<file path="src/rtl/led_pkg.sv">
// Shared constants and types for the LED rotator/fader path.
package led_pkg;

    localparam int LED_N            = 16;
    localparam int FADE_DIV_DEFAULT = 250000;
    localparam int LEVEL_W_DEFAULT  = 4;

    typedef logic [LED_N-1:0] led_vec_t;

endpackage

</file>
<file path="src/rtl/led_fader_chan.sv">
// One LED channel: brightness level with fade-out, rendered as PWM against
// the shared counter.
module led_fader_chan #(
    parameter int LEVEL_W = 4
) (
    input  logic               clk,
    input  logic               rst,
    input  logic               enable,
    input  logic               pat,
    input  logic               fade_tick,
    input  logic [LEVEL_W-1:0] pwm_cnt,
    output logic               led_out
);

    localparam logic [LEVEL_W-1:0] LEVEL_MAX = '1;

    logic [LEVEL_W-1:0] level;
    logic [LEVEL_W-1:0] level_next;

    // A lit pattern bit outranks a fade step landing on the same cycle.
    always_comb begin
        level_next = level;
        if (!enable) begin
            level_next = '0;
        end else if (pat) begin
            level_next = LEVEL_MAX;
        end else if (fade_tick && (level != '0)) begin
            level_next = level - LEVEL_W'(1);
        end
    end

    always_ff @(posedge clk) begin
        if (rst) begin
            level   <= '0;
            led_out <= 1'b0;
        end else begin
            level   <= level_next;
            led_out <= enable && (pwm_cnt < level);
        end
    end

endmodule

</file>
<file path="src/rtl/led_fader.sv">
// Turns the rotator's LED pattern into per-LED PWM brightness with a
// decaying comet tail behind each lit position.
module led_fader
    import led_pkg::*;
#(
    parameter int FADE_DIV = FADE_DIV_DEFAULT,
    parameter int LEVEL_W  = LEVEL_W_DEFAULT
) (
    input  logic     clk,
    input  logic     rst,
    input  logic     enable,
    input  led_vec_t pattern,
    output led_vec_t led_out
);

    // PWM period is LEVEL_MAX cycles so that level LEVEL_MAX is solidly on.
    localparam logic [LEVEL_W-1:0] PWM_LAST = LEVEL_W'((2 ** LEVEL_W) - 2);
    localparam logic [31:0]        DIV_LAST = 32'(FADE_DIV - 1);

    led_vec_t           pat_q;
    logic [LEVEL_W-1:0] pwm_cnt;
    logic [31:0]        div_cnt;
    logic               fade_tick;

    assign fade_tick = (div_cnt == DIV_LAST);

    always_ff @(posedge clk) begin
        if (rst) begin
            pat_q <= '0;
        end else begin
            pat_q <= pattern;
        end
    end

    // Both counters are parked at zero while disabled so re-enable starts a fresh phase.
    always_ff @(posedge clk) begin
        if (rst || !enable) begin
            pwm_cnt <= '0;
            div_cnt <= '0;
        end else begin
            pwm_cnt <= (pwm_cnt == PWM_LAST) ? '0 : pwm_cnt + LEVEL_W'(1);
            div_cnt <= fade_tick ? '0 : div_cnt + 32'd1;
        end
    end

    for (genvar i = 0; i < LED_N; i++) begin : g_chan
        led_fader_chan #(
            .LEVEL_W(LEVEL_W)
        ) u_chan (
            .clk      (clk),
            .rst      (rst),
            .enable   (enable),
            .pat      (pat_q[i]),
            .fade_tick(fade_tick),
            .pwm_cnt  (pwm_cnt),
            .led_out  (led_out[i])
        );
    end

endmodule

</file>
<file path="config.mk">
export PLATFORM = sky130hd
export DESIGN_NAME = led_fader
export DESIGN_NICKNAME = d
export VERILOG_FILES = /design/src/rtl/led_pkg.sv /design/src/rtl/led_fader_chan.sv /design/src/rtl/led_fader.sv
export SDC_FILE = /design/constraint.sdc
export NUM_CORES = 1
export LEC_CHECK = 0
export BUFFER_PORTS_ARGS = -buffer_cell sky130_fd_sc_hd__buf_2
export CAP_MARGIN = 20
export CORE_MARGIN = 1.5
export CORE_UTILIZATION = 40
export CTS_BUF_LIST = sky130_fd_sc_hd__clkbuf_8
export DETAILED_ROUTE_END_ITERATION = 8
export PLACE_DENSITY_LB_ADDON = 0.25
export SYNTH_ARGS = -nofsm -noshare
export SYNTH_HDL_FRONTEND = slang
export SYNTH_HIERARCHICAL = 1
export SYNTH_SLANG_ARGS = --single-unit
</file>
<file path="constraint.sdc">
create_clock -name clk -period 9.9 [get_ports clk]
set_input_delay 2.97 -clock clk [delete_from_list [all_inputs] [get_ports clk]]
set_output_delay 2.97 -clock clk [all_outputs]
set_load 0.01 [all_outputs]
</file>
==> results.md <==
* RR Endpoint: g_chan[3].u_chan/level[3]
* Net Sw Power at roughly 300 uW
* Hold path depth at 1
* # Max-Cap Violations at 0
* WS Path Type: input port to flop
* Setup ws final at just under 6 ns
* Clock sink total at about 130
* Vias in the first global route at about 5.2k
* Top_reg_cell synth: dfxtp_1
* Max Fanout on Critical Path at 33
* Seq cells post-synth at 132
* Io pins at 35
* Share of cells above drive strength 1 at a little over a tenth
* Port Buffer Count at 34
* Clock share of power at a little over two fifths
* Number of synthesized flops with an enable pin at 0
* Detailed Routing Iterations Pass 1 at 4
* # DRC at 0
* Syn_area_per_cell at 8.997 sq um
* Post-cts resize count at 0
* Setup bufs post-CTS at 0
* Pwr dens at 143.0 nW/um^2
* CTS max path bufs at 2
* CTS tree: yes
* Clock Skew at ~0.014 ns
* Hold Vio Cnt, Final at 0
* Status: finished clean
* Max_slew headroom at about 24%
* Max Slew Vio Count at 0
* Int Power at around 840 uW
* Root buf cell: clkbuf_8
* Pre-CTS setup slack at about 5.5 ns
* Worst flop-to-flop path startpoint: div_cnt[0]
* Number of core rows at between 40 and 50
* Area Overhead vs Synth at 12.29%
* Commonest cells post-synth: dfxtp_1, inv_1, ha_1, o21ai_0
* Die width at 136.6 um
* Die area at about 19,000 sq um
* Mapped Cells at a little under 800
* Total GRT Usage at around 17%
* Worst slew pin tran at 1.135 ns
* 1st-iter DRT viols at roughly 290
* HP Class: flop to flop
* Wire per inst at around 14 um
* Yosys top cell by area: dfxtp_1
* Sum Neg Setup Slack at 0 ns
* Count leader, synth: dfxtp_1
* RSZ-0062 raised after global routing: false
* Clock latency on the worst-skew pair at about 0.44 ns
* Post-synth top area share at a little under two fifths
* Total CTS buffers at 17
* LEAKAGE at about 2.9 nW
* Netlist Area Pre-Place at 7134 sq um
* Final WL at ~15,000 um
* Fillers at 1,666
* Yosys warns at 6
* Worst Path Arrival at roughly 4.3 ns
* Hold path start: div_cnt[0]
* Fin Hold WS at about 0.48 ns
* Synth top area cells: dfxtp_1, ha_1, inv_1
* Area of the core at 17,360 sq um
* Area of the multi-input gates at a little over 4000 sq um
* GP Congestion at around 0.76
* Startpoint Class: input port
* CTS clk-pin slew, worst paths at 0.08 ns
* Netlist cell types at roughly 40
* Final net count at a little over 900
* H-tree depth at 4
* Post-synth net total at about 900
* Switching portion of total power at approximately a quarter
* Worst R2R Setup Slack at approximately 7 ns
* Period minus WS final at around 4 ns
* FF-to-FF path depth at 7
* Largest net degree at the start of global routing at 51
* Endpoint type of the worst setup path: flop
* Max rail drop VDD at between 90 and 100 uV
* Setup-failing EPs final at 0
* First-pass GRT wire length at 24,780 um
* Final antenna-violating net count at 0
* Crit share post-route at approximately two fifths
* Asr flop ratio synth at 0%
* Max Clock Freq at between 200 and 300 MHz
* # diodes at 0
* WP data required at 10.22 ns
* Final global-route overflow total at 0
* Via count at roughly 5.8k
* Seq pwr share at between 40% and 50%
* Hold-fix buffers at CTS at 0
* Min-Delay Endpoint: div_cnt[0]
* DPL Wire Length at a little under 10,000 um
* Register area share after synthesis at a little under two fifths
* Part of the power in combinational logic at 7.6%
* Vias per inst at ~5.4
* Storage element area at between 2000 and 3000 sq um
* Die height at approximately 140 um
* Initial Util at roughly 41%
* Antenna violations before repair at 0
registers in the layout, indices dropped and copies added (netlist names):
register	flops
div_cnt	32
g_chan.u_chan/led_out	16
g_chan.u_chan/level	64
pat_q	16
pwm_cnt	4
how the worst max path moves through the flow:
stage | cells after the start | end | slack, ns | from
final | 5 | div_cnt[14] | 5.92 | rst
after global routing | 5 | div_cnt[10] | 5.82 | rst
after CTS | 5 | div_cnt[14] | 5.94 | rst
after detailed placement | 5 | div_cnt[7] | 5.46 | rst
after global placement | 5 | div_cnt[6] | 5.50 | rst
after floorplan | 8 | g_chan[0].u_chan/level[3] | 4.01 | div_cnt[0]
area by class of cell:
class | count | area share, %
multi-input cells | 547 | 50.90
flip-flops and latches | 132 | 32.98
inverters | 104 | 4.873
well taps | 225 | 3.514
clock buffers | 17 | 2.921
clock inverters | 15 | 2.405
repair buffers | 37 | 2.405
cell families after synthesis:
group | Yosys count | share of synthesized area [%]
AOI/OAI and AO/OA | 216 | 22.19
DFF | 132 | 37.04
and+or+nand+nor | 250 | 21.17
muxes | 1 | 0.1403
adders and majority gates | 67 | 11.75
buffers and inverters | 114 | 6.121
xor gates and xnor gates | 13 | 1.596
worst max-delay path: stages:
cell and delay, ns:
buf_2 0.55, inv_1 0.20, o311ai_4 0.10, buf_4 0.37
nor2_1 0.09
stage by stage:
stage          std cells  area (sq um)  util, %  total power, mW
3_3_place_gp        1045          7585    43.70           0.6631
6_report            1077          8011    46.16            1.145
2_1_floorplan        793          7134        -           0.6360
3_5_place_dp        1045          7585    43.70           0.6648
5_1_grt             1077          8011    46.16            1.197
4_1_cts             1077          8011    46.16            1.163
per-layer routing:
metal  wire, um  track usage, %
met5          0               0
met4        128           4.610
met3        450           4.037
met1       7658           22.41
met2       6561           26.21
cells in the final DEF, fill, tap and decap left out, types with 2 or more instances in the layout:
| cell | instances |
|---|---|
| nor4b_1 | 2 |
| xor2_1 | 6 |
| or4_1 | 15 |
| clkinvlp_4 | 2 |
| nand3b_1 | 16 |
| buf_2 | 34 |
| o21a_1 | 16 |
| clkbuf_8 | 17 |
| o311a_1 | 16 |
| o21ai_0 | 37 |
| o31ai_1 | 12 |
| nor3_1 | 34 |
| or4b_1 | 17 |
| o21ai_1 | 16 |
| clkinv_4 | 2 |
| nand2_1 | 28 |
| ha_1 | 67 |
| nor3b_1 | 16 |
| and4_1 | 5 |
| o211a_1 | 16 |
| buf_4 | 3 |
| dfxtp_1 | 132 |
| nand3_1 | 10 |
| nor2b_1 | 32 |
| bufinv_16 | 3 |
| a211oi_1 | 16 |
| xnor2_1 | 7 |
| inv_6 | 8 |
| or3_1 | 5 |
| nor2_1 | 36 |
| a21oi_1 | 36 |
| nor4_1 | 6 |
| inv_1 | 104 |
| nand2b_1 | 16 |
| o31a_1 | 32 |
| o221a_2 | 16 |
| nand4_1 | 7 |
power groups by stage:
stage / clock network, mW / registers [mW] / logic, mW
after detailed placement: 0 / 0.578 / 0.0869
after global placement: 0 / 0.578 / 0.0854
final: 0.493 / 0.565 / 0.0867
after floorplan: 0 / 0.574 / 0.0624
after CTS: 0.510 / 0.565 / 0.0875
after global routing: 0.529 / 0.569 / 0.0994
No activity file was read; power rests on OpenSTA's default activity.
